==> src/rtl/mnist_pkg.sv <==
// Shared constants and types for the MNIST accelerator datapath.
// Used by the MAC post-processing stage (mac_postproc) and its output FIFO.
package mnist_pkg;

  localparam int ACC_W    = 26;
  localparam int INT8_MAX = 127;
  localparam int INT8_MIN = -128;
  localparam int LANES    = 4;

  // One packed activation word plus its end-of-layer flag
  typedef struct packed {
    logic [31:0] data;
    logic        last;
  } pp_word_t;

endpackage

==> src/rtl/mac_postproc_if.sv <==
// Bus bundle for mac_postproc: the result stream from the MAC controller
// and the packed-word valid/ready stream toward the activation-memory writer.
// master = environment side (MAC controller + consumer), slave = mac_postproc.
interface mac_postproc_if #(
  parameter int ACC_W   = mnist_pkg::ACC_W,
  parameter int BIAS_W  = 16,
  parameter int SHIFT_W = 5
);

  logic               en;
  logic               in_valid;
  logic [ACC_W-1:0]   in_result;
  logic               in_last;
  logic [BIAS_W-1:0]  bias;
  logic [SHIFT_W-1:0] shift;
  logic               relu_en;
  logic               out_valid;
  logic               out_ready;
  logic [31:0]        out_data;
  logic               out_last;
  logic               err_overflow;

  modport master (
    output en, in_valid, in_result, in_last, bias, shift, relu_en, out_ready,
    input  out_valid, out_data, out_last, err_overflow
  );

  modport slave (
    input  en, in_valid, in_result, in_last, bias, shift, relu_en, out_ready,
    output out_valid, out_data, out_last, err_overflow
  );

endinterface

==> src/rtl/mac_postproc_fifo.sv <==
// Two-entry {data,last} output buffer for mac_postproc.
// A push and a pop in the same cycle are both honoured even when full;
// a push into a full buffer with no pop is discarded and flagged on o_drop.
module mac_postproc_fifo
  import mnist_pkg::*;
(
  input  logic     clk,
  input  logic     rst,
  input  logic     i_push,
  input  pp_word_t i_data,
  input  logic     i_pop,
  output pp_word_t o_data,
  output logic     o_empty,
  output logic     o_drop
);

  pp_word_t   r_mem [2];
  logic       r_rd_ptr;
  logic       r_wr_ptr;
  logic [1:0] r_count;

  logic w_full;
  logic w_pop;
  logic w_wr;

  // Occupancy flags and the accept/drop decision for this cycle's push
  always_comb begin
    w_full  = (r_count == 2'd2);
    o_empty = (r_count == 2'd0);
    w_pop   = i_pop && !o_empty;
    w_wr    = i_push && (!w_full || w_pop);
    o_drop  = i_push && w_full && !w_pop;
    o_data  = o_empty ? '0 : r_mem[r_rd_ptr];
  end

  // Storage, pointers and occupancy; when full with a pop, the write lands in the slot being freed
  always_ff @(posedge clk) begin
    if (rst) begin
      r_mem[0] <= '0;
      r_mem[1] <= '0;
      r_rd_ptr <= 1'b0;
      r_wr_ptr <= 1'b0;
      r_count  <= 2'd0;
    end else begin
      if (w_wr) begin
        r_mem[r_wr_ptr] <= i_data;
        r_wr_ptr        <= ~r_wr_ptr;
      end
      if (w_pop) begin
        r_rd_ptr <= ~r_rd_ptr;
      end
      case ({w_wr, w_pop})
        2'b10:   r_count <= r_count + 2'd1;
        2'b01:   r_count <= r_count - 2'd1;
        default: r_count <= r_count;
      endcase
    end
  end

endmodule

==> src/rtl/mac_postproc.sv <==
// MAC post-processing stage: bias add, requantizing arithmetic right shift,
// optional ReLU, int8 saturation, 4-lane packing and a 2-entry output buffer.
// Optional feature macro: MAC_POSTPROC_ROUND_EN -- when defined, the shift
// rounds half toward +inf; when undefined it truncates toward -inf and the
// rounding adder does not exist.
module mac_postproc #(
  parameter int ACC_W   = mnist_pkg::ACC_W,
  parameter int BIAS_W  = 16,
  parameter int SHIFT_W = 5
) (
  input logic           clk,
  input logic           rst,
  mac_postproc_if.slave bus
);

  import mnist_pkg::*;

  // One guard bit over the accumulator holds result + bias without overflow
  localparam int SUM_W = ACC_W + 1;
  // Requant arithmetic is wide enough to hold the rounding term for the largest shift
  localparam int MAX_SH = (1 << SHIFT_W);
  localparam int EXT_W  = ((SUM_W > MAX_SH) ? SUM_W : MAX_SH) + 2;

  logic                     r_s1_valid;
  logic signed [SUM_W-1:0]  r_s1_sum;
  logic [SHIFT_W-1:0]       r_s1_shift;
  logic                     r_s1_relu;
  logic                     r_s1_last;

  logic                     r_s2_valid;
  logic [7:0]               r_s2_byte;
  logic                     r_s2_last;

  logic [1:0]               r_cnt;
  logic [23:0]              r_partial;
  logic                     r_err;

  logic signed [EXT_W-1:0]  w_ext;
`ifdef MAC_POSTPROC_ROUND_EN
  logic signed [EXT_W-1:0]  w_rnd;
`endif
  logic signed [EXT_W-1:0]  w_q;
  logic [7:0]               w_byte;
  logic [31:0]              w_word;
  logic                     w_push;
  pp_word_t                 w_push_word;
  pp_word_t                 w_head;
  logic                     w_empty;
  logic                     w_drop;
  logic                     w_pop;

  // Stage 1: sign-extend and add the bias, capturing the per-result controls alongside
  always_ff @(posedge clk) begin
    if (rst) begin
      r_s1_valid <= 1'b0;
      r_s1_sum   <= '0;
      r_s1_shift <= '0;
      r_s1_relu  <= 1'b0;
      r_s1_last  <= 1'b0;
    end else begin
      r_s1_valid <= bus.en && bus.in_valid;
      if (bus.en && bus.in_valid) begin
        r_s1_sum   <= {bus.in_result[ACC_W-1], bus.in_result}
                    + {{(SUM_W-BIAS_W){bus.bias[BIAS_W-1]}}, bus.bias};
        r_s1_shift <= bus.shift;
        r_s1_relu  <= bus.relu_en;
        r_s1_last  <= bus.in_last;
      end
    end
  end

  // Requantize the stage-1 sum: optional half-up rounding, arithmetic shift, ReLU, int8 clamp
  always_comb begin
    w_ext = {{(EXT_W-SUM_W){r_s1_sum[SUM_W-1]}}, r_s1_sum};
`ifdef MAC_POSTPROC_ROUND_EN
    w_rnd = '0;
    if (r_s1_shift != '0) begin
      w_rnd = {{(EXT_W-1){1'b0}}, 1'b1} << (r_s1_shift - SHIFT_W'(1));
    end
    w_q = (w_ext + w_rnd) >>> r_s1_shift;
`else
    w_q = w_ext >>> r_s1_shift;
`endif
    if (r_s1_relu && w_q[EXT_W-1]) begin
      w_q = '0;
    end
    if (w_q > EXT_W'(INT8_MAX)) begin
      w_byte = 8'h7F;
    end else if (w_q < EXT_W'(INT8_MIN)) begin
      w_byte = 8'h80;
    end else begin
      w_byte = w_q[7:0];
    end
  end

  // Stage 2: register the finished int8 activation
  always_ff @(posedge clk) begin
    if (rst) begin
      r_s2_valid <= 1'b0;
      r_s2_byte  <= '0;
      r_s2_last  <= 1'b0;
    end else begin
      r_s2_valid <= r_s1_valid;
      r_s2_byte  <= w_byte;
      r_s2_last  <= r_s1_last;
    end
  end

  // Merge the new byte into its lane; unfilled upper lanes stay zero because the partial is cleared on every flush
  always_comb begin
    w_word           = {8'h00, r_partial} | ({24'h000000, r_s2_byte} << {r_cnt, 3'b000});
    w_push           = r_s2_valid && ((r_cnt == 2'(LANES-1)) || r_s2_last);
    w_push_word.data = w_word;
    w_push_word.last = r_s2_last;
    w_pop            = !w_empty && bus.out_ready;
  end

  // Packer lane counter and partial word; a full word or layer end restarts at lane 0
  always_ff @(posedge clk) begin
    if (rst) begin
      r_cnt     <= 2'd0;
      r_partial <= '0;
    end else if (r_s2_valid) begin
      if (w_push) begin
        r_cnt     <= 2'd0;
        r_partial <= '0;
      end else begin
        r_cnt     <= r_cnt + 2'd1;
        r_partial <= w_word[23:0];
      end
    end
  end

  mac_postproc_fifo u_fifo (
    .clk     (clk),
    .rst     (rst),
    .i_push  (w_push),
    .i_data  (w_push_word),
    .i_pop   (w_pop),
    .o_data  (w_head),
    .o_empty (w_empty),
    .o_drop  (w_drop)
  );

  // Sticky overflow flag: once a word is lost only reset clears it
  always_ff @(posedge clk) begin
    if (rst) begin
      r_err <= 1'b0;
    end else if (w_drop) begin
      r_err <= 1'b1;
    end
  end

  assign bus.out_valid    = !w_empty;
  assign bus.out_data     = w_head.data;
  assign bus.out_last     = w_head.last;
  assign bus.err_overflow = r_err;

endmodule

==> src/flat_wrapper.sv <==
// flat-port wrapper written by rule: the top's interface ports become plain ports
module mac_postproc_flat import mnist_pkg::*;
#(
  parameter int ACC_W   = mnist_pkg::ACC_W,
  parameter int BIAS_W  = 16,
  parameter int SHIFT_W = 5
)
  (clk, rst, bus_en, bus_in_valid, bus_in_result, bus_in_last, bus_bias, bus_shift, bus_relu_en, bus_out_ready, bus_out_valid, bus_out_data, bus_out_last, bus_err_overflow);
  mac_postproc_if #(.ACC_W(ACC_W), .BIAS_W(BIAS_W), .SHIFT_W(SHIFT_W)) bus_i ();
  input logic clk;
  input logic rst;
  input wire logic [$bits(bus_i.en)-1:0] bus_en;
  input wire logic [$bits(bus_i.in_valid)-1:0] bus_in_valid;
  input wire logic [$bits(bus_i.in_result)-1:0] bus_in_result;
  input wire logic [$bits(bus_i.in_last)-1:0] bus_in_last;
  input wire logic [$bits(bus_i.bias)-1:0] bus_bias;
  input wire logic [$bits(bus_i.shift)-1:0] bus_shift;
  input wire logic [$bits(bus_i.relu_en)-1:0] bus_relu_en;
  input wire logic [$bits(bus_i.out_ready)-1:0] bus_out_ready;
  output wire logic [$bits(bus_i.out_valid)-1:0] bus_out_valid;
  output wire logic [$bits(bus_i.out_data)-1:0] bus_out_data;
  output wire logic [$bits(bus_i.out_last)-1:0] bus_out_last;
  output wire logic [$bits(bus_i.err_overflow)-1:0] bus_err_overflow;
  assign bus_i.en = bus_en;
  assign bus_i.in_valid = bus_in_valid;
  assign bus_i.in_result = bus_in_result;
  assign bus_i.in_last = bus_in_last;
  assign bus_i.bias = bus_bias;
  assign bus_i.shift = bus_shift;
  assign bus_i.relu_en = bus_relu_en;
  assign bus_i.out_ready = bus_out_ready;
  assign bus_out_valid = bus_i.out_valid;
  assign bus_out_data = bus_i.out_data;
  assign bus_out_last = bus_i.out_last;
  assign bus_err_overflow = bus_i.err_overflow;
  mac_postproc #(.ACC_W(ACC_W), .BIAS_W(BIAS_W), .SHIFT_W(SHIFT_W)) u_core (.clk(clk), .rst(rst), .bus(bus_i));
endmodule
==> config.mk <==
export PLATFORM = sky130hd
export DESIGN_NAME = mac_postproc_flat
export DESIGN_NICKNAME = d
export VERILOG_FILES = /design/src/rtl/mnist_pkg.sv /design/src/rtl/mac_postproc_if.sv /design/src/rtl/mac_postproc_fifo.sv /design/src/rtl/mac_postproc.sv /design/src/flat_wrapper.sv
export SDC_FILE = /design/constraint.sdc
export NUM_CORES = 1
export LEC_CHECK = 0
export BUFFER_PORTS_ARGS = -buffer_cell sky130_fd_sc_hd__buf_2
export CAP_MARGIN = 20
export CORE_ASPECT_RATIO = 1.2
export CORE_MARGIN = 2
export CORE_UTILIZATION = 56
export CTS_BUF_LIST = sky130_fd_sc_hd__clkbuf_4
export DETAILED_ROUTE_END_ITERATION = 16
export MAX_ROUTING_LAYER = met4
export PLACE_DENSITY = 0.8
export SLEW_MARGIN = 0
export SYNTH_ARGS = -nofsm -noshare
export SYNTH_HDL_FRONTEND = slang
export SYNTH_SLANG_ARGS = --single-unit
==> constraint.sdc <==
create_clock -name clk -period 3.4 [get_ports clk]
set_input_delay 0 -clock clk [delete_from_list [all_inputs] [get_ports clk]]
set_output_delay 0 -clock clk [all_outputs]
set_load 0.005 [all_outputs]
==> metrics.md, run 1 <==
| Metric | Value |
|---|---|
| Result of the run | finished clean |
| Instance count after placement with tap cells included | 1,158 |
| Delay contributed by the slowest stage of the critical path | 0.58 ns |
| Max-cap check violation count | 0 |
| HPWL reported at the end of detailed placement | ~13 mm |
| Residual DRC count | 0 |
| Number of enable-type register cells in the synthesized netlist | 66 |
| CP Buf/Inv Count | 4 |
| Leakage power figure | 3.80 nW |
| TritonCTS clock tree | built |
| Total power consumption of the routed design | 3.84 mW |
| Cell-by-cell listing of the critical path | dlygate4sd3_1, buf_2, ha_1, a21o_1, a21oi_1, o21bai_1, a21o_1, a21o_1, a21oi_1, nand4b_1, dlygate4sd3_1, nand3_1, dlygate4sd3_1 |
| Total clock sinks | ~140 |
| Worst path top cell family by delay | buffers and inverters |
| Port Buffers | slightly below 90 |
| Count of placed standard cells in the final layout, fillers left out | around 1,200 |
| Final worst clock skew | 0.0299 ns |
| Final estimated routing congestion in global placement | a little under 1 |
| Net total in the final layout | ~1,100 |
| Period Utilization, post-route | 0.884 |
| Most used flip-flop cell after synthesis | sky130_fd_sc_hd__dfxtp_1 |
| Crit path DAT | between 3 and 4 ns |
| Placed Instance Area | approximately 9100 sq um |
| Finished Core Util | 0.663 |
| H-Tree Level Count | 4 |
| Netlist area before placement | between 8000 and 9000 sq um |
| Biggest area consumer among synthesized cells | sky130_fd_sc_hd__edfxtp_1 |
| Critical path launch point type | input pin |
| Minimum clock period | around 3 ns |
| Synth Warn # | 0 |
| Initial DRT Pass Iterations | 6 |
| Deepest clock path buffer count | 2 |
| Cell types with the highest counts after synthesis | sky130_fd_sc_hd__nor2_1, sky130_fd_sc_hd__nand2_1, sky130_fd_sc_hd__dfxtp_1, sky130_fd_sc_hd__a21oi_1, sky130_fd_sc_hd__edfxtp_1 |
| Total nets after synthesis | 990 |
| Worst slack after detailed placement | 0.503 ns |
| Gate Count Post-Synth | 908 |
| Starting density of the core | 0.571 |
| Count of endpoints failing setup in the final report | 0 |
| Synthesized area per cell | about 9.4 sq um |
| Width of the chip | 117 um |
| IO Count | 89 |
| Vias per cell | ~5.8 |
| Clock Root Buffer | sky130_fd_sc_hd__clkbuf_4 |
| P per Cell Area | around 400 nW/um^2 |
| Number of rows in the core area | just under 50 |
| Pin slew with the least headroom to its limit | 1.07 ns |
| First-pass GRT wire length | between 30 and 40 mm |
| Dominant cell by count in the synthesized netlist | sky130_fd_sc_hd__nor2_1 |
| Sequential area share after synthesis | 0.414 |
| Clock-pin slew on the worst setup and hold paths | 0.13 ns |
| Fillers | 1,210 |
| Remaining Overflow, GRT | 0 |
| Post-CTS setup buffer count | 0 |
| Cell type of the slowest stage on the worst timing path | sky130_fd_sc_hd__dlygate4sd3_1 |
| Total Routed Length | between 15 and 20 mm |
| Classification of the worst setup path | in -> reg |
| Total negative slack | 0 ns |
| Synth-to-layout area growth | 16.1% |
| Final Max Slew Viols | 0 |
| Share of the synthesized area in the top cell type | 0.233 |
| Hold Fails Final Rpt | 0 |
| Classification of the worst-slack hold path | in -> reg |
| Critical path required time | 3.89 ns |
| Fraction of registers with async set/reset | 0 |
| Die height | approximately 140 um |
| Via Count | slightly above 7,000 |
| Peak fanout along the critical path | 5 |
| Initial DRC Count | about 560 |
| WL per Instance | roughly 16 um |
| Global Route Usage Sum | 0.253 |
| Post-cts sizing count | 0 |
| RSZ-0062 raised after global routing | false |
| Number of antenna violations at the first check in global routing | 1 |
| Maximum number of pins on one net before global-route repair | 40 |
| Setup crit end kind | flop |
| Area inside the core boundary | 14,900 sq um |
| Latest clock arrival within the worst-skew pair | between 0.5 and 0.6 ns |
| Post-route antenna net violation count | 0 |
| Via count of the first global-routing pass | approximately 6,700 |
| Post-synthesis register bit count | around 140 |
| Overall die area | 16,200 sq um |
| Num CTS Buffers | 17 |
| Area contributors post-synth | sky130_fd_sc_hd__edfxtp_1, sky130_fd_sc_hd__dfxtp_1, sky130_fd_sc_hd__mux2i_1 |
| Final WS setup | between 0.3 and 0.4 ns |
| Max IR drop VDD | about 0.00020 V |
| Proportion of layout cells with a drive suffix above 1 | 0.179 |
| Worst slew margin relative to its limit | 0.289 |
| Cell area after layout | approximately 9900 sq um |
| F_max | 333 MHz |
| Count of different cell masters after synthesis | a little over 70 |
| Hold Slack | 0.0101 ns |
[registers in the layout (all words and copies together), names as in the netlist, named ones only]
signal,cells
u_core.r_s1_relu,1
u_core.r_s1_sum,27
u_core.r_s1_last,1
u_core.u_fifo.r_wr_ptr,1
u_core.u_fifo.r_count,2
u_core.u_fifo.r_mem,66
u_core.r_s2_last,1
u_core.r_s2_byte,8
u_core.r_s1_shift,5
u_core.u_fifo.r_rd_ptr,1
u_core.r_partial,24
u_core.bus.err_overflow,1
u_core.r_s1_valid,1
u_core.r_cnt,2
u_core.r_s2_valid,1
[logic make-up after synthesis]
family                     after synthesis  share of synthesized area
muxes                                   89                      0.138
and+or+nand+nor                        342                      0.186
buffers and inverters                   78                     0.0412
xor gates and xnor gates                16                     0.0165
DFF                                    143                      0.414
AOI/OAI and AO/OA                      212                      0.162
adders and majority gates               28                     0.0421
[area by class of cell]
type                       instances  area [sq um]  area share
multi-input combinational        687          4640       0.469
sequential                       143          3530       0.357
timing repair buffer             159          1100       0.111
tap                              204           255      0.0258
clock inverter                    15           174      0.0176
clock buffer                      17           128      0.0129
inverter                          15          56.3     0.00570
antenna                            1          2.50    0.000253
[final timing paths]
kind                                          start                               end  slack (ns)  cells after the start
setup / recovery                   bus_in_result[1]  u_core.r_s1_sum[15]$_SDFFE_PP0P_        0.39                     13
hold / removal                          bus_bias[5]   u_core.r_s1_sum[5]$_SDFFE_PP0P_        0.01                      5
setup reg to reg  u_core.r_s1_shift[2]$_SDFFE_PP0P_    u_core.r_s2_byte[2]$_SDFF_PP0_        0.44                      9
hold reg to reg        u_core.r_s1_valid$_SDFF_PP0_      u_core.r_s2_valid$_SDFF_PP0_        0.45                      1
[report_power, final]
part / total [mW] / internal (mW) / switching, mW / leakage, nW
Clock: 1.16 / 0.462 / 0.694 / 0.157
Combinational: 0.710 / 0.336 / 0.374 / 2.33
Sequential: 1.98 / 1.87 / 0.108 / 1.31
Total: 3.84 / 2.67 / 1.18 / 3.80
[per-layer routing]
metal | global-route usage | up-vias | share of wire
li1 | - | 3545 | -
met1 | 0.289 | 3367 | 0.42
met2 | 0.445 | 189 | 0.53
met3 | 0.0376 | 41 | 0.033
met4 | 0.0877 | 0 | 0.025
met5 | - | - | 0
[worst min-delay path, delay by kind of cell]
family	cells	cell delay (ns)
buf+inv	1	0.08
simple gates	1	0.06
fa+ha+maj	1	0.24
xor+xnor	1	0.09
compound gates	1	0.05
[layout by cell type (no fill, tap or decap), types with 5 or more instances in the layout]
cell type                         n
sky130_fd_sc_hd__or4_1            5
sky130_fd_sc_hd__a21oi_1         75
sky130_fd_sc_hd__o21ai_0         17
sky130_fd_sc_hd__a21o_1          15
sky130_fd_sc_hd__o21ai_1          8
sky130_fd_sc_hd__ha_1            27
sky130_fd_sc_hd__buf_2           88
sky130_fd_sc_hd__nand3b_1         7
sky130_fd_sc_hd__nand2_1         83
sky130_fd_sc_hd__nor2b_1         14
sky130_fd_sc_hd__mux2i_1         56
sky130_fd_sc_hd__buf_4           21
sky130_fd_sc_hd__a211o_1          5
sky130_fd_sc_hd__dfxtp_1         75
sky130_fd_sc_hd__a31oi_1         32
sky130_fd_sc_hd__dlygate4sd3_1   50
sky130_fd_sc_hd__nor3_1          12
sky130_fd_sc_hd__nand3_1         14
sky130_fd_sc_hd__clkbuf_4        17
sky130_fd_sc_hd__xnor2_1         12
sky130_fd_sc_hd__nand4b_1         6
sky130_fd_sc_hd__nand2b_1         6
sky130_fd_sc_hd__nor2_1         146
sky130_fd_sc_hd__edfxtp_1        66
sky130_fd_sc_hd__a211oi_1        14
sky130_fd_sc_hd__mux4_2          18
sky130_fd_sc_hd__inv_1           13
sky130_fd_sc_hd__nor3b_1          6
sky130_fd_sc_hd__inv_6            5
sky130_fd_sc_hd__mux2_2          11
sky130_fd_sc_hd__and2_1          23
[timing repair]
action,4_1_cts,5_1_grt
setup endpoints to repair,0,0
hold buffers,50,0
hold endpoints to repair,41,0
Note: power is estimated with default switching activity, not from simulation.
==> inputs of run 2 (changes only) <==
--- a/config.mk
+++ b/config.mk
@@ -13,7 +13,7 @@
 export CTS_BUF_LIST = sky130_fd_sc_hd__clkbuf_4
 export DETAILED_ROUTE_END_ITERATION = 16
 export MAX_ROUTING_LAYER = met4
-export PLACE_DENSITY = 0.8
+export PLACE_DENSITY = 0.76
 export SLEW_MARGIN = 0
 export SYNTH_ARGS = -nofsm -noshare
 export SYNTH_HDL_FRONTEND = slang
==> metrics.md, run 2 (same netlist as run 1, synthesis figures left out) <==
| Metric | Value |
|---|---|
| Source of the worst register-to-register timing path | u_core.r_s1_shift[0]$_SDFFE_PP0P_ |
| Num CTS Buffers | 17 |
| Commonest non-fill, non-tap cells in the layout | sky130_fd_sc_hd__nor2_1, sky130_fd_sc_hd__buf_2, sky130_fd_sc_hd__nand2_1 |
| Number of rows in the core area | 49 |
| Clock Root Buffer | sky130_fd_sc_hd__clkbuf_4 |
| RSZ-0062 raised after global routing | false |
| Max IR drop VDD | approximately 0.00019 V |
| Clock-pin slew on the worst setup and hold paths | approximately 0.13 ns |
| Cell depth of the worst min-delay path | 5 |
| Placed Instance Area | slightly above 9000 sq um |
| TritonCTS clock tree | built |
| Residual DRC count | 0 |
| Remaining Overflow, GRT | 0 |
| Global Route Usage Sum | 0.254 |
| WL per Instance | 15.6 um |
| Total negative slack | 0 ns |
| Net total in the final layout | approximately 1,100 |
| Power share of the clock group | 0.268 |
| P per Cell Area | roughly 370 nW/um^2 |
| Maximum number of pins on one net before global-route repair | roughly 40 |
| Final Max Slew Viols | 0 |
| Area inside the core boundary | between 10,000 and 15,000 sq um |
| Classification of the worst setup path | in -> reg |
| Minimum clock period | 3.19 ns |
| HPWL reported at the end of detailed placement | 13.1 mm |
| Pin slew with the least headroom to its limit | approximately 1.1 ns |
| Register share of total power | 0.536 |
| Initial DRC Count | ~530 |
| Beginning of the worst hold path | bus_bias[13] |
| Post-route antenna net violation count | 0 |
| Via count of the first global-routing pass | between 6,000 and 7,000 |
| H-Tree Level Count | 4 |
| Leakage power figure | 3.85 nW |
| Cell depth of the worst flop-to-flop path | 9 |
| Share of power burned in combinational logic | 0.197 |
| Peak fanout along the critical path | 6 |
| Fillers | between 1,000 and 1,500 |
| Worst flop-to-flop path endpoint | u_core.r_s2_byte[4]$_SDFF_PP0_ |
| Via Count | 7,226 |
| Post-CTS setup buffer count | 0 |
| Setup crit end kind | flop |
| Top flop regs | u_core.u_fifo.r_mem: 66 flops, u_core.r_s1_sum: 27 flops, u_core.r_partial: 24 flops |
| Total Routed Length | 19.6 mm |
| P_sw | between 1 and 1.5 mW |
| Deepest clock path buffer count | 2 |
| Initial DRT Pass Iterations | 5 |
| Die height | 139 um |
| Final estimated routing congestion in global placement | between 0.8 and 0.9 |
| Vias per cell | approximately 5.8 |
| Max-cap check violation count | 0 |
| Switching power as a share of total power | 0.314 |
| Critical path required time | between 3 and 4 ns |
| Internal cell power | 2.53 mW |
| Starting density of the core | 0.571 |
| Final WS setup | between 0.2 and 0.25 ns |
| Final worst clock skew | roughly 0.024 ns |
| Reg with most FFs | u_core.u_fifo.r_mem |
| Crit path DAT | 3.70 ns |
| Worst slack after detailed placement | 0.479 ns |
| Max reg flops | 66 |
| Overall die area | roughly 16,000 sq um |
| IO Count | 89 |
| Port Buffers | 88 |
| Proportion of layout cells with a drive suffix above 1 | 0.178 |
| First-pass GRT wire length | ~32 mm |
| Synth-to-layout area growth | 17.3% |
| Sink of the worst hold path | u_core.r_s1_sum[13]$_SDFFE_PP0P_ |
| Critical path launch point type | input pin |
| Count of endpoints failing setup in the final report | 0 |
| Result of the run | finished clean |
| R2r setup slk | 0.39 ns |
| Latest clock arrival within the worst-skew pair | ~0.56 ns |
| Classification of the worst-slack hold path | in -> reg |
| Period Utilization, post-route | 0.939 |
| Most frequent standard cell in the layout excluding fill and tap cells | sky130_fd_sc_hd__nor2_1 |
| F_max | approximately 310 MHz |
| Cell area after layout | ~10000 sq um |
| Total clock sinks | 143 |
| Width of the chip | ~120 um |
| Worst slew margin relative to its limit | 0.295 |
| Hold Fails Final Rpt | 0 |
| Number of antenna violations at the first check in global routing | 1 |
-- run 2: worst max path at each step --
stage | to | cells after the start | start | slack (ns)
4_1_cts | u_core.r_s1_sum[24]$_SDFFE_PP0P_ | 13 | bus_in_result[15] | 0.28
5_1_grt | u_core.r_s1_sum[24]$_SDFFE_PP0P_ | 15 | bus_in_result[0] | 0.01
2_1_floorplan | u_core.u_fifo.r_mem[1][0]$_SDFFCE_PN0P_ | 5 | u_core.r_cnt[0]$_SDFFE_PP0P_ | 0.97
6_report | u_core.r_s1_sum[24]$_SDFFE_PP0P_ | 13 | bus_in_result[15] | 0.21
3_5_place_dp | u_core.r_s2_byte[4]$_SDFF_PP0_ | 10 | u_core.r_s1_shift[0]$_SDFFE_PP0P_ | 0.48
3_3_place_gp | u_core.r_s2_byte[0]$_SDFF_PP0_ | 9 | u_core.r_s1_shift[0]$_SDFFE_PP0P_ | 0.53
-- run 2: layout make-up --
type | count | area (sq um) | area share
Antenna cell | 1 | 2.50 | 0.000251
Clock inverter | 15 | 126 | 0.0127
Tap cell | 204 | 255 | 0.0256
Timing Repair Buffer | 174 | 1250 | 0.125
Inverter | 15 | 56.3 | 0.00564
Clock buffer | 17 | 128 | 0.0128
Sequential cell | 143 | 3530 | 0.353
Multi-Input combinational cell | 687 | 4640 | 0.465
-- run 2: per-layer routing --
metal,part of all wire,global-route usage,vias to the layer above,wire length (um)
li1,-,-,3578,-
met1,0.41,0.282,3401,7940
met2,0.54,0.459,205,10500
met3,0.035,0.0315,42,680
met4,0.023,0.0915,0,452
met5,0,-,-,0
-- run 2: through the flow --
stage                     hold WS, ns  total power [mW]  utilization  cells
after global placement          0.245              2.65        0.609   1158
after floorplan                 0.136              2.48            -    908
after global routing           0.0552              3.86        0.670   1256
final                          0.0348              3.69        0.670   1256
after CTS                     0.00710              3.70        0.669   1254
after detailed placement        0.249              2.66        0.609   1158
-- run 2: power by group through the flow --
stage	clock network [mW]	registers, mW	logic, mW
finish	0.987	1.98	0.725
global route	1.07	1.99	0.801
global placement	0	2.01	0.642
detailed placement	0	2.02	0.645
CTS	1.00	1.98	0.714
floorplan	0	1.96	0.516
-- run 2: what timing repair did --
action                                 4_1_cts  5_1_grt
endpoints found under the hold margin       43        0
setup endpoints to repair                    0        1
hold buffers                                64        0
gates resized for setup                      0        1
-- run 2: critical path: stages --
cell,delay [ns]
sky130_fd_sc_hd__dlygate4sd3_1,0.54
sky130_fd_sc_hd__buf_2,0.12
sky130_fd_sc_hd__ha_1,0.34
sky130_fd_sc_hd__a21o_1,0.22
sky130_fd_sc_hd__a211o_1,0.33
sky130_fd_sc_hd__a21oi_1,0.19
sky130_fd_sc_hd__o21ai_0,0.11
sky130_fd_sc_hd__a22o_1,0.26
sky130_fd_sc_hd__a31oi_1,0.27
sky130_fd_sc_hd__nand4b_1,0.12
sky130_fd_sc_hd__dlygate4sd3_1,0.57
sky130_fd_sc_hd__nand3_1,0.08
sky130_fd_sc_hd__dlygate4sd3_1,0.54
==> inputs of run 3 (changes only) <==
--- a/config.mk
+++ b/config.mk
@@ -5,7 +5,7 @@
 export SDC_FILE = /design/constraint.sdc
 export NUM_CORES = 1
 export LEC_CHECK = 0
-export BUFFER_PORTS_ARGS = -buffer_cell sky130_fd_sc_hd__buf_2
+export BUFFER_PORTS_ARGS = -buffer_cell sky130_fd_sc_hd__buf_4
 export CAP_MARGIN = 20
 export CORE_ASPECT_RATIO = 1.2
 export CORE_MARGIN = 2
==> metrics.md, run 3 (same netlist as run 1, synthesis figures left out) <==
| Metric | Value |
|---|---|
| Clock-pin slew on the worst setup and hold paths | roughly 0.13 ns |
| Final worst clock skew | ~0.022 ns |
| Critical path required time | a little under 4 ns |
| Worst slew margin relative to its limit | 0.283 |
| Period Utilization, post-route | 0.907 |
| Max reg flops | 66 |
| Number of rows in the core area | 49 |
| P per Cell Area | 367 nW/um^2 |
| Final Max Slew Viols | 0 |
| Starting density of the core | 0.571 |
| Number of antenna violations at the first check in global routing | 1 |
| Initial DRT Pass Iterations | 5 |
| Synth-to-layout area growth | 19.1% |
| Final estimated routing congestion in global placement | about 0.9 |
| Classification of the worst setup path | in -> reg |
| Internal cell power | ~2.5 mW |
| Proportion of layout cells with a drive suffix above 1 | 0.179 |
| Port Buffers | 88 |
| Count of endpoints failing setup in the final report | 0 |
| Vias per cell | approximately 5.7 |
| Post-route antenna net violation count | 0 |
| Via count of the first global-routing pass | between 6,000 and 7,000 |
| Count of placed standard cells in the final layout, fillers left out | 1,250 |
| Leakage power figure | between 3 and 4 nW |
| Num CTS Buffers | 17 |
| P_sw | between 1 and 1.5 mW |
| Classification of the worst-slack hold path | in -> reg |
| Via Count | between 7,000 and 8,000 |
| F_max | 324 MHz |
| WL per Instance | approximately 16 um |
| Commonest non-fill, non-tap cells in the layout | sky130_fd_sc_hd__nor2_1, sky130_fd_sc_hd__buf_4, sky130_fd_sc_hd__nand2_1 |
| Pin slew with the least headroom to its limit | between 1 and 1.5 ns |
| Area inside the core boundary | between 10,000 and 15,000 sq um |
| Minimum clock period | slightly above 3 ns |
| Register share of total power | 0.531 |
| Maximum number of pins on one net before global-route repair | 69 |
| Switching power as a share of total power | 0.316 |
| Net total in the final layout | ~1,100 |
| Result of the run | finished clean |
| Total power consumption of the routed design | 3.72 mW |
| Width of the chip | between 100 and 150 um |
| Max IR drop VDD | approximately 0.00019 V |
| Critical path launch point type | input pin |
| Instance count after placement with tap cells included | around 1,200 |
| Cell area after layout | 10,100 sq um |
| Peak fanout along the critical path | 5 |
| Die height | 139 um |
| Total negative slack | 0 ns |
| Latest clock arrival within the worst-skew pair | around 0.55 ns |
| Setup crit end kind | flop |
| Placed Instance Area | between 9000 and 10,000 sq um |
| H-Tree Level Count | 4 |
| Power share of the clock group | 0.269 |
| R2r setup slk | between 0.4 and 0.5 ns |
| Share of power burned in combinational logic | 0.200 |
| HPWL reported at the end of detailed placement | between 10 and 15 mm |
| First-pass GRT wire length | roughly 32 mm |
| Global Route Usage Sum | 0.257 |
| Residual DRC count | 0 |
| Top flop regs | u_core.u_fifo.r_mem: 66 flops, u_core.r_s1_sum: 27 flops, u_core.r_partial: 24 flops |
| Most frequent standard cell in the layout excluding fill and tap cells | sky130_fd_sc_hd__nor2_1 |
| Deepest clock path buffer count | 2 |
| Crit path DAT | 3.58 ns |
| Initial DRC Count | 578 |
| Clock Root Buffer | sky130_fd_sc_hd__clkbuf_4 |
| Hold Fails Final Rpt | 0 |
| RSZ-0062 raised after global routing | false |
| Reg with most FFs | u_core.u_fifo.r_mem |
| Max-cap check violation count | 0 |
| Overall die area | around 16,000 sq um |
| TritonCTS clock tree | built |
| Remaining Overflow, GRT | 0 |
| Total Routed Length | between 15 and 20 mm |
| IO Count | 89 |
| Total clock sinks | approximately 140 |
[run 3: path summary, 6_finish.rpt]
path	start	to	depth (start not counted)
worst min register to register	u_core.r_s1_valid$_SDFF_PP0_	u_core.r_s2_valid$_SDFF_PP0_	1
worst max register to register	u_core.r_s1_shift[0]$_SDFFE_PP0P_	u_core.r_s2_byte[4]$_SDFF_PP0_	9
worst max-delay path	bus_in_result[1]	u_core.r_s1_sum[15]$_SDFFE_PP0P_	13
worst min-delay path	bus_in_result[10]	u_core.r_s1_sum[10]$_SDFFE_PP0P_	4
[run 3: what timing repair did]
action	4_1_cts	5_1_grt
buffers inserted	0	0
endpoints found under the setup margin	0	0
hold endpoints to repair	41	0
hold buffers	57	0
resized for setup	0	0
[run 3: per-layer routing]
| metal | wire length (um) | track usage |
|---|---|---|
| met1 | 8110 | 0.291 |
| met2 | 10300 | 0.453 |
| met3 | 659 | 0.0319 |
| met4 | 623 | 0.105 |
| met5 | 0 | - |
[run 3: cell type report]
type | instances | area, sq um
inverters | 15 | 56.3
clock inverters | 15 | 125
repair buffers | 168 | 1400
fillers | 1180 | 4770
clock buffers | 17 | 128
flip-flops and latches | 143 | 3530
multi-input cells | 687 | 4640
diodes | 1 | 2.50
well taps | 204 | 255
[run 3: power groups by stage]
stage | combinational (mW) | sequential, mW | clock [mW]
after floorplan | 0.516 | 1.96 | 0
after global placement | 0.664 | 2.01 | 0
after detailed placement | 0.667 | 2.01 | 0
after CTS | 0.732 | 1.98 | 1.01
after global routing | 0.819 | 1.99 | 1.08
final | 0.744 | 1.98 | 1.00
[run 3: stage by stage]
stage | setup slack (ns) | utilization | hold WS (ns)
5_1_grt | 0.175 | 0.680 | 0.0502
3_5_place_dp | 0.539 | 0.625 | 0.248
4_1_cts | 0.461 | 0.680 | 0.00152
6_report | 0.315 | 0.680 | 0.0276
2_1_floorplan | 0.968 | - | 0.136
3_3_place_gp | 0.605 | 0.625 | 0.244
[run 3: critical path, stage by stage]
cell and delay (ns):
sky130_fd_sc_hd__dlygate4sd3_1 0.54, sky130_fd_sc_hd__buf_4 0.14, sky130_fd_sc_hd__ha_1 0.26, sky130_fd_sc_hd__a21o_1 0.18, sky130_fd_sc_hd__a21oi_1 0.23, sky130_fd_sc_hd__o21bai_1 0.19, sky130_fd_sc_hd__a21o_1 0.29, sky130_fd_sc_hd__a21o_1 0.21
sky130_fd_sc_hd__a21oi_1 0.20, sky130_fd_sc_hd__dlygate4sd3_1 0.58, sky130_fd_sc_hd__nand4b_1 0.10, sky130_fd_sc_hd__dlygate4sd3_1 0.58, sky130_fd_sc_hd__nand3_1 0.08
